## src/rtl/fetch_queue.sv

```systemverilog
// Fetch queue between the program counter, instruction memory and decode.
// Entries are allocated in order when a fetch is accepted and filled in order
// by the memory's in-order responses. A flush empties the queue immediately;
// responses still in flight for the squashed fetches are counted in drop_q
// and swallowed in the DRAIN state before fetching resumes.
module fetch_queue #(
  parameter int PC_WIDTH    = 32,
  parameter int INSTR_WIDTH = 32,
  parameter int DEPTH       = 4
) (
  input  logic                   clk,
  input  logic                   rst,
  input  logic [PC_WIDTH-1:0]    pc_in,
  output logic                   pc_en,
  input  logic                   flush,
  output logic                   imem_req,
  output logic [PC_WIDTH-1:0]    imem_addr,
  input  logic                   imem_gnt,
  input  logic                   imem_rvalid,
  input  logic [INSTR_WIDTH-1:0] imem_rdata,
  output logic                   id_valid,
  input  logic                   id_ready,
  output logic [INSTR_WIDTH-1:0] id_instr,
  output logic [PC_WIDTH-1:0]    id_pc,
  output logic [$clog2(DEPTH):0] count
);
  localparam int AW = $clog2(DEPTH);
  localparam int CW = AW + 1;

  typedef enum logic {RUN, DRAIN} state_e;

  state_e                 state_q, state_d;
  logic [AW-1:0]          head_q, head_d;   // oldest entry (pop side)
  logic [AW-1:0]          tail_q, tail_d;   // next entry to allocate
  logic [AW-1:0]          fptr_q, fptr_d;   // oldest allocated-but-unfilled entry
  logic [CW-1:0]          count_q, count_d; // allocated entries
  logic [CW-1:0]          pend_q, pend_d;   // allocated entries awaiting a response
  logic [CW-1:0]          drop_q, drop_d;   // in-flight responses to discard
  logic [DEPTH-1:0]       fill_q;
  logic [PC_WIDTH-1:0]    pc_mem  [DEPTH];
  logic [INSTR_WIDTH-1:0] ins_mem [DEPTH];

  logic alloc, pop, rv_drop, rv_fill;

  // Request/handshake decode; responses retire squashed fetches before live ones
  always_comb begin
    imem_addr = pc_in;
    imem_req  = ~rst & (state_q == RUN) & ~flush & (count_q < CW'(DEPTH));
    alloc     = imem_req & imem_gnt;
    pc_en     = alloc | flush;
    id_valid  = fill_q[head_q] & ~flush;
    id_instr  = ins_mem[head_q];
    id_pc     = pc_mem[head_q];
    count     = count_q;
    pop       = id_valid & id_ready;
    rv_drop   = imem_rvalid & (drop_q != '0);
    rv_fill   = imem_rvalid & (drop_q == '0) & (pend_q != '0);
  end

  // Next-state for pointers, counters and drain FSM
  always_comb begin
    head_d  = head_q + (pop ? AW'(1) : AW'(0));
    tail_d  = tail_q + (alloc ? AW'(1) : AW'(0));
    fptr_d  = fptr_q + (rv_fill ? AW'(1) : AW'(0));
    count_d = count_q + CW'(alloc) - CW'(pop);
    pend_d  = pend_q + CW'(alloc) - CW'(rv_fill);
    drop_d  = drop_q - CW'(rv_drop);
    if (flush) begin
      // Every unfilled entry still owes a response; the one arriving now
      // (if it belongs to a live entry) is already accounted for.
      head_d  = '0;
      tail_d  = '0;
      fptr_d  = '0;
      count_d = '0;
      pend_d  = '0;
      drop_d  = drop_q - CW'(rv_drop) + pend_q - CW'(rv_fill);
    end
    state_d = (drop_d != '0) ? DRAIN : RUN;
  end

  // Control state registers
  always_ff @(posedge clk or posedge rst) begin
    if (rst) begin
      state_q <= RUN;
      head_q  <= '0;
      tail_q  <= '0;
      fptr_q  <= '0;
      count_q <= '0;
      pend_q  <= '0;
      drop_q  <= '0;
    end else begin
      state_q <= state_d;
      head_q  <= head_d;
      tail_q  <= tail_d;
      fptr_q  <= fptr_d;
      count_q <= count_d;
      pend_q  <= pend_d;
      drop_q  <= drop_d;
    end
  end

  // Fill bits: set on response, cleared on pop; fill and pop never hit the same slot
  always_ff @(posedge clk or posedge rst) begin
    if (rst) begin
      fill_q <= '0;
    end else if (flush) begin
      fill_q <= '0;
    end else begin
      if (rv_fill) fill_q[fptr_q] <= 1'b1;
      if (pop)     fill_q[head_q] <= 1'b0;
    end
  end

  // Entry payload storage, qualified by the fill bits so no reset needed
  always_ff @(posedge clk) begin
    if (alloc)   pc_mem[tail_q]  <= pc_in;
    if (rv_fill) ins_mem[fptr_q] <= imem_rdata;
  end
endmodule

```

## config.mk

```make
export PLATFORM = sky130hd
export DESIGN_NAME = fetch_queue
export DESIGN_NICKNAME = d
export VERILOG_FILES = /design/src/rtl/fetch_queue.sv
export SDC_FILE = /design/constraint.sdc
export NUM_CORES = 1
export LEC_CHECK = 0
export CAP_MARGIN = 10
export CORE_AREA = 2 2 211 213
export DETAILED_ROUTE_END_ITERATION = 6
export DIE_AREA = 0 0 213 215
export PLACE_DENSITY = 0.44
export SLEW_MARGIN = 20
export SYNTH_ARGS = -nofsm -noshare
export SYNTH_HDL_FRONTEND = slang
export SYNTH_SLANG_ARGS = --single-unit
```

## constraint.sdc

```tcl
create_clock -name clk -period 4.4 [get_ports clk]
set_input_delay 0.88 -clock clk [delete_from_list [all_inputs] [get_ports clk]]
set_output_delay 0.88 -clock clk [all_outputs]
set_load 0.01 [all_outputs]
```

## Yosys cells after proc, flatten, opt, wreduce, memory -nomap -nowiden

Memory sizes are Yosys's and may differ from the RTL's.
Cells that the tools add are included.

| storage, ports and cells | value |
|---|---|
| register bits | 20 |
| bits in latches | 0 |
| RAM bits | 256 |
| ROM bits | 0 |
| input port bits | 70 |
| memories | 2 |

Memory list:

| name | depth | bits a word | read ports | clocked after memory_dff | write ports | RTL line | source |
|---|---|---|---|---|---|---|---|
| ins_mem | 4 | 32 | 1 | 0 | 1 | 41 | `logic [INSTR_WIDTH-1:0] ins_mem [DEPTH];` |
| pc_mem | 4 | 32 | 1 | 0 | 1 | 40 | `logic [PC_WIDTH-1:0] pc_mem [DEPTH];` |

| cells by class | value |
|---|---|
| $add $sub $neg | 10 |
| multiply operators | 0 |
| div/mod/pow operators | 0 |
| magnitude comparators | 5 |
| equal/unequal tests | 0 |
| shift-type cells | 0 |
| muxes and demuxes | 24 |
| bitwise gates (word level) | 16 |
| reductions and logical operators | 6 |

Operators by type and width:

| kind | count |
|---|---|
| 4-bit two-way mux | 4 |
| 3-bit by 1-bit subtractor with 3-bit output | 4 |
| 1-bit two-way mux | 11 |
| 1-bit AND | 9 |
| 3-bit two-way mux | 3 |
| 3-bit nonzero test | 3 |
| 2-bit by 1-bit adder with 2-bit output | 3 |
| 3-bit by 1-bit adder with 3-bit output | 2 |
| 2-bit by 3-bit < comparator with 1-bit output, second input constant | 2 |
| 2-bit two-way mux | 3 |
| 4-bit AND | 1 |
| 1-bit demux with 2-bit select | 2 |
| 2-bit by 1-bit greater-or-equal comparator with 1-bit output, second input constant | 2 |
| 4-bit inverter | 1 |
| 4-bit OR | 1 |
| 3-bit adder | 1 |
| 3-bit logical NOT | 1 |
| 3-bit < comparator, second input constant | 1 |
| 1-bit inverter | 3 |
| 1-bit binary-select mux with 2-bit select | 1 |
| 1-bit logical AND | 2 |
| 1-bit OR | 1 |

## Depth between registers and ports, before layout

Gate-level depths: netlist (run 1).

| depth | value |
|---|---|
| depth in word-level cells | 10 |
| mapped depth | 10 |
| mapped depth without buffers | 9 |

## Worst setup path after synthesis (run 1)

Ideal clock, no wire load.

| path | value |
|---|---|
| path type | input to register |
| start point | input rst |
| end point | memory pc_mem[1][0], enable pin |
| setup time | 0.468 ns |
| arrival | 3.976 ns |
| path slack | -0.044 ns |
| stages on the path | 3 |
| cells stage by stage | nor4_2 nand2_1 nor3b_1 |

| between the ends | value |
|---|---|
| word-level cells in the longest chain between the ends | 7 |

RTL lines:

| what | RTL line | source |
|---|---|---|
| from (decl) | 12 | `input logic rst,` |
| 1-bit inverter | 48 | `imem_req = ~rst & (state_q == RUN) & ~flush & (count_q < CW'(DEPTH));` |
| 1-bit AND (3 in a row) | 48 |  |
| 1-bit AND | 49 | `alloc = imem_req & imem_gnt;` |
| 1-bit two-way mux | 116 | `if (alloc) pc_mem[tail_q] <= pc_in;` |
| 1-bit two-way mux (not written as such) | 116 |  |
| to (decl) | 40 |  |

Every way passes these cells.

## Worst setup path in the final report (run 1)

| path | value |
|---|---|
| start point | register head_q[0] |
| end point | output id_instr[5] |

| between the ends | value |
|---|---|
| word-level cells in the longest chain between the ends | 1 |

RTL lines:

| what | RTL line | source |
|---|---|---|
| from (decl) | 33 | `logic [AW-1:0] head_q, head_d;` |
| from (signal assigned) | 85 | `head_q <= '0;` |
| from (signal assigned) | 93 | `head_q <= head_d;` |
| memory 4 x 32 bit | -- |  |
| to (decl) | 23 | `output logic [INSTR_WIDTH-1:0] id_instr,` |

Every way passes these cells.

==> results of run 1 <==
-- sequential cells by signal, indices dropped and copies added (netlist names) --
name and flops:
head_q 2, pc_mem 128, state_q 1, fill_q 4, drop_q 3, tail_q 2
pend_q 3, ins_mem 128, count 3, fptr_q 2
-- layout make-up --
type | instances | area [µm²] | area share (%)
tap | 592 | 740.7 | 5.212
inverter | 12 | 45.04 | 0.3170
clock buffer | 45 | 965.9 | 6.797
clock inverter | 15 | 222.7 | 1.567
multi-input combinational | 147 | 2212 | 15.57
timing repair buffer | 185 | 1829 | 12.87
sequential | 276 | 8195 | 57.67
-- worst paths after layout --
path / start / to / slack [ps] / depth (start not counted)
setup / recovery: head_q[0] / id_instr[5] / 580 / 4
hold reg to reg: fill_q[2] / fill_q[2] / 520 / 1
min in group asynchronous: rst / drop_q[2] / 840 / 2
setup reg to reg: drop_q[1] / state_q / 1440 / 9
hold / removal: fill_q[2] / fill_q[2] / 520 / 1
max in group asynchronous: rst / head_q[0] / 3000 / 2
-- cells in the mapped netlist --
cell type                  instances
sky130_fd_sc_hd__edfxtp_1        256
sky130_fd_sc_hd__mux4_2           48
sky130_fd_sc_hd__buf_4            33
sky130_fd_sc_hd__dfrtp_1          20
sky130_fd_sc_hd__mux4_1           17
sky130_fd_sc_hd__inv_1            11
sky130_fd_sc_hd__buf_2             9
sky130_fd_sc_hd__ha_1              9
sky130_fd_sc_hd__nor2_1            9
sky130_fd_sc_hd__nand2_1           8
sky130_fd_sc_hd__xnor2_1           7
sky130_fd_sc_hd__nand3_1           6
sky130_fd_sc_hd__and3_1            4
sky130_fd_sc_hd__nor2b_1           4
sky130_fd_sc_hd__o31ai_1           4
sky130_fd_sc_hd__buf_6             3
sky130_fd_sc_hd__clkbuf_1          3
sky130_fd_sc_hd__fa_1              3
sky130_fd_sc_hd__nor3_1            3
sky130_fd_sc_hd__a21oi_1           2
sky130_fd_sc_hd__nor3b_1           2
sky130_fd_sc_hd__o21ai_0           2
sky130_fd_sc_hd__or2_2             2
sky130_fd_sc_hd__xor2_1            2
sky130_fd_sc_hd__and2_1            1
sky130_fd_sc_hd__buf_1             1
sky130_fd_sc_hd__buf_8             1
sky130_fd_sc_hd__inv_2             1
sky130_fd_sc_hd__mux2i_1           1
sky130_fd_sc_hd__nand2b_1          1
sky130_fd_sc_hd__nand3b_1          1
sky130_fd_sc_hd__nand4b_1          1
sky130_fd_sc_hd__nor2_4            1
sky130_fd_sc_hd__nor4_2            1
sky130_fd_sc_hd__nor4b_1           1
sky130_fd_sc_hd__o211ai_1          1
sky130_fd_sc_hd__o311ai_0          1
sky130_fd_sc_hd__o31a_1            1
sky130_fd_sc_hd__or3_1             1
sky130_fd_sc_hd__or3b_1            1
sky130_fd_sc_hd__or4b_4            1
sky130_fd_sc_hd__xor3_2            1
-- power by group --
part           internal (mW)  switching (mW)
registers               2.91          0.0289
clock network           1.89            1.05
logic                  0.241           0.203
-- metrics by stage --
stage | cells | utilization (%) | hold slack (ps) | area [µm²]
2_1_floorplan | 485 | - | 440.6 | 10770
3_3_place_gp | 1211 | 29.79 | 462.6 | 13000
3_5_place_dp | 1211 | 29.79 | 503.2 | 13000
4_1_cts | 1271 | 32.52 | 510.9 | 14190
5_1_grt | 1272 | 32.56 | 525.3 | 14210
6_report | 1272 | 32.56 | 516.0 | 14210
-- cells by family (layout without fill, tap and decap cells) --
kind of cell / after synthesis / count (layout) / share of synthesized area [%]
compound gates: 11 / 11 / 0.6981
buf+inv: 62 / 257 / 3.734
simple gates: 48 / 48 / 2.571
fa+ha+maj: 12 / 12 / 1.605
flops: 276 / 276 / 76.13
xor+xnor: 10 / 10 / 0.9656
mux: 66 / 66 / 14.30
-- per-layer routing --
metal,track usage [%],wire [µm]
met1,13.30,10300
met2,16.58,11070
met3,3.507,1858
met4,3.800,513
met5,0,12
-- cell usage in the layout (no fill, tap or decap), types with 6 or more instances in the layout --
| cell | instances |
|---|---|
| sky130_fd_sc_hd__clkdlybuf4s50_1 | 171 |
| sky130_fd_sc_hd__mux4_1 | 17 |
| sky130_fd_sc_hd__edfxtp_1 | 256 |
| sky130_fd_sc_hd__inv_1 | 11 |
| sky130_fd_sc_hd__mux4_2 | 48 |
| sky130_fd_sc_hd__nand3_1 | 6 |
| sky130_fd_sc_hd__bufinv_16 | 6 |
| sky130_fd_sc_hd__nand2_1 | 8 |
| sky130_fd_sc_hd__clkbuf_1 | 7 |
| sky130_fd_sc_hd__clkbuf_16 | 37 |
| sky130_fd_sc_hd__dfrtp_1 | 18 |
| sky130_fd_sc_hd__ha_1 | 9 |
| sky130_fd_sc_hd__xnor2_1 | 7 |
| sky130_fd_sc_hd__buf_4 | 13 |
| sky130_fd_sc_hd__nor2_1 | 7 |
==> reports/metrics.cfg, run 1 <==
[grt]
antenna_violations_before_repair=1
grt.overflow.total=0
grtUsageTotal_pct=10.47
grt_pass1_wl_um=35450
grt_start_max_net_pins=54
vias_in_the_first_global_route=5707

[clock_network]
tritoncts_clock_tree=built
cts-root-to-sink-buffers=3
post_cts_resize_count=0
cts_inserted_buffers=34
htree_num_levels=2
cts_hold_buffers=0
postCtsSetupBuffers=0
clk_transition_reported_paths_ps=50
sinks_on_clock_net=276
root_buffer=sky130_fd_sc_hd__clkbuf_16
clk_latency_ps=530

[yosys]
synth.avg_cell_area_um2=22.18
post_synth_instance_area_um2=10760
synth_top_area_cell=sky130_fd_sc_hd__edfxtp_1
synth-seq-cells=276
mappedNetlistNets=567
synth_top_area_share_pct=71.48
synthesis.yosys.warnings=0
synth.distinct_cells=42
syn-instance-count=485
synth.top_cells.by_area=sky130_fd_sc_hd__edfxtp_1, sky130_fd_sc_hd__mux4_2, sky130_fd_sc_hd__dfrtp_1, sky130_fd_sc_hd__mux4_1, sky130_fd_sc_hd__buf_4
sequential_area_share_after_synthesis_pct=76.13

[sta]
fin_worst_skew_ps=14.23
postLayoutSetupSlackWorst_ps=575.0
final.period_utilization_pct=86.93
slew_violations=0
fin_setup_tns_ps=0
maxSlewHeadroom_pct=35.20
setup_viol=0
tightest_pin_transition_ps=971.9
grt_setup_unrepaired=no
count_of_final_hold_check_violations=0
period_minus_slack_ps=3825
timing.fmax_ghz=0.2614

[floorplanning]
row_count=77
floorplan.initialDensity_pct=24.64
die_area_um2=45800
io-pin-count=172
floorplan.die.width_um=213
fp.coreArea_um2=43640
die_height_um=215

[place]
final_wtd_congestion=0.6692
dp_hpwl_um=14360
port_buffers=171
pre_cts_ws_ps=652.6

[finish]
fillCellCount=4148
drive_gt1_share_pct=18.68
antenna_cells=0
fin_nets=738
area_growth_syn_to_layout_pct=32.13

[detailed_routing]
routed_wirelength_um=23750
post-route-drc-count=0
detail_route.iter0.violations=245
antenna_violating_nets_post_route=0
drt-wirelength-per-cell_um=18.67
number_of_vias_in_the_routed_layout=5195
viasPerCell=4.084
firstDrtPassIters=4

[pwr]
max-vdd-ir-drop_mv=0.2382
total_power_mw=6.324
leakage_nw=4.607
power.density_nw_per_um2=445.0

[setup_path]
path_delay_family=buffers and inverters
criticalPathCategory=flip-flop to primary output
cp_slowest_cell=sky130_fd_sc_hd__dfrtp_4
worst-path-max-fanout=27
worst-path-buf-inv=3
cp.arrival_ps=2940
critical_path.startpoint_type=flip-flop
required_ps=3520
critical_path.cell_chain=buf_12 -> buf_4 -> mux4_1 -> clkdlybuf4s50_1
critical-path-max-stage-delay_ps=790
critPathCaptureType=primary output

[flow_run]
number_of_max_capacitance_violations_reported=0

[hold_path]
worst_hold_path_type=flip-flop to flip-flop

[status]
run_status=finished, final reports clean

(Power assumes the default switching activity.)
==> inputs of run 2 (changes only) <==
--- a/config.mk
+++ b/config.mk
@@ -6,11 +6,10 @@
 export NUM_CORES = 1
 export LEC_CHECK = 0
 export CAP_MARGIN = 10
-export CORE_AREA = 2 2 211 213
+export CORE_AREA = 2 2 146 148
 export DETAILED_ROUTE_END_ITERATION = 6
-export DIE_AREA = 0 0 213 215
-export PLACE_DENSITY = 0.44
-export SLEW_MARGIN = 20
+export DIE_AREA = 0 0 148 150
+export PLACE_DENSITY = 0.79
 export SYNTH_ARGS = -nofsm -noshare
 export SYNTH_HDL_FRONTEND = slang
 export SYNTH_SLANG_ARGS = --single-unit
==> reports/metrics.cfg, run 2 (same netlist as run 1, synthesis figures left out) <==
[setup_path]
critical_path.startpoint_type=primary input
end_of_the_worst_register_to_register_path=state_q
critical_path.startpoint=rst
required_ps=3520
worst-path-max-fanout=7
critPathCaptureType=primary output
criticalPathCategory=primary input to primary output
r2r_cells=9
r2r_startpoint=drop_q[1]
cp.arrival_ps=2710
reg2reg_slack_ps=1410
crit_path_end=pc_en

[sta]
period_minus_slack_ps=3594
count_of_final_hold_check_violations=0
grt_setup_unrepaired=no
slew_violations=0
fin_setup_tns_ps=0
maxSlewHeadroom_pct=38.29
fin_worst_skew_ps=9.486
setup_viol=0
final.period_utilization_pct=81.68
timing.fmax_ghz=0.2782
tightest_pin_transition_ps=925.7

[floorplanning]
io-pin-count=172
floorplan.die.width_um=148
die_area_um2=22200
die_height_um=150
floorplan.initialDensity_pct=51.98
row_count=53
fp.coreArea_um2=20690

[clock_network]
clk_transition_reported_paths_ps=60
post_cts_resize_count=0
tritoncts_clock_tree=built
cts_inserted_buffers=27
sinks_on_clock_net=276
htree_num_levels=1
clk_latency_ps=530
cts-root-to-sink-buffers=3
root_buffer=sky130_fd_sc_hd__clkbuf_16
cts_hold_buffers=0
postCtsSetupBuffers=0

[detailed_routing]
route.layer.met1.wl_um=8559
antenna_violating_nets_post_route=0
routed_wirelength_um=19950
viasPerCell=5.544
firstDrtPassIters=4
dr_wl_met2_um=9696
post-route-drc-count=0
drt-wirelength-per-cell_um=21.27
number_of_vias_in_the_routed_layout=5200
highest-signal-layer=met4
met3_wirelength_um=1280
detail_route.iter0.violations=291

[finish]
fin_nets=727
largest_regs=ins_mem (128), pc_mem (128), fill_q (4)
drive_gt1_share_pct=16.44
postLayoutCellArea_um2=13420
antenna_cells=0
non_filler_cells_final=938
most_common_cell_after_layout_fill_and_taps_aside=sky130_fd_sc_hd__edfxtp_1
final_util_pct=64.84
layout_common_cells=sky130_fd_sc_hd__edfxtp_1, sky130_fd_sc_hd__clkdlybuf4s50_1, sky130_fd_sc_hd__mux4_2, sky130_fd_sc_hd__clkbuf_16, sky130_fd_sc_hd__dfrtp_1
area_growth_syn_to_layout_pct=24.73

[pwr]
sw_frac_of_total_pct=20.78
p_switching_mw=1.150
power.density_nw_per_um2=412.6
p_int_mw=4.385
max-vdd-ir-drop_mv=0.3392
leakage_nw=4.405
power.share.clock_pct=38.9
pwr-share-seq_pct=53.0
combPwrFrac_pct=8.1

[grt]
grtUsageTotal_pct=18.08
antenna_violations_before_repair=0
grt_pass1_wl_um=30480
vias_in_the_first_global_route=5514
grt_start_max_net_pins=64
grt.overflow.total=0

[hold_path]
worst_hold_path_type=flip-flop to flip-flop
min-delay-start=fill_q[2]

[place]
port_buffers=171
number_of_placed_instances_taps_included=891
placedInstanceArea_um2=12590
final_wtd_congestion=0.7896
dp_hpwl_um=11770

[flow_run]
number_of_max_capacitance_violations_reported=0

[status]
run_status=finished, final reports clean

run 2: power by group through the flow:
stage | registers (mW) | clock network, mW | logic [mW]
floorplan | 2.99 | 0 | 0.255
global placement | 2.99 | 0 | 0.415
detailed placement | 2.99 | 0 | 0.446
CTS | 2.94 | 2.21 | 0.450
global route | 2.94 | 2.30 | 0.496
finish | 2.94 | 2.15 | 0.449
run 2: layer usage:
| metal | track usage (%) | up-vias |
|---|---|---|
| li1 | - | 2285 |
| met1 | 25.36 | 2668 |
| met2 | 29.84 | 212 |
| met3 | 3.140 | 35 |
| met4 | 5.000 | 0 |
| met5 | 0 | - |
run 2: cell type report:
| class | count | area, µm² |
|---|---|---|
| Timing Repair Buffer | 181 | 1799 |
| Clock buffer | 31 | 690.7 |
| Multi-Input combinational cell | 147 | 2211 |
| Fill cell | 1403 | 7274 |
| Clock inverter | 16 | 130.1 |
| Sequential cell | 276 | 8195 |
| Tap cell | 275 | 344.1 |
| Inverter | 12 | 45.04 |
run 2: how the worst min path moves through the flow:
stage                      to  depth (start not counted)
floorplan           fill_q[0]                          1
global placement    fill_q[0]                          1
detailed placement  fill_q[2]                          1
CTS                 fill_q[3]                          1
global route        fill_q[0]                          1
finish              fill_q[2]                          1
run 2: worst max-delay path, stage by stage:
cell                              delay [ps]
sky130_fd_sc_hd__clkdlybuf4s50_1         430
sky130_fd_sc_hd__nor4_2                  360
sky130_fd_sc_hd__nand2_1                 340
sky130_fd_sc_hd__nand2_1                 160
sky130_fd_sc_hd__clkdlybuf4s50_1         540
run 2: per-stage QoR:
stage	hold WS, ps	total power [mW]	setup WS [ps]
after floorplan	440.6	3.240	135.8
after global placement	463.1	3.402	753.1
after detailed placement	484.7	3.436	673.2
after CTS	494.3	5.596	757.9
after global routing	519.1	5.739	674.0
final	496.2	5.536	806.0
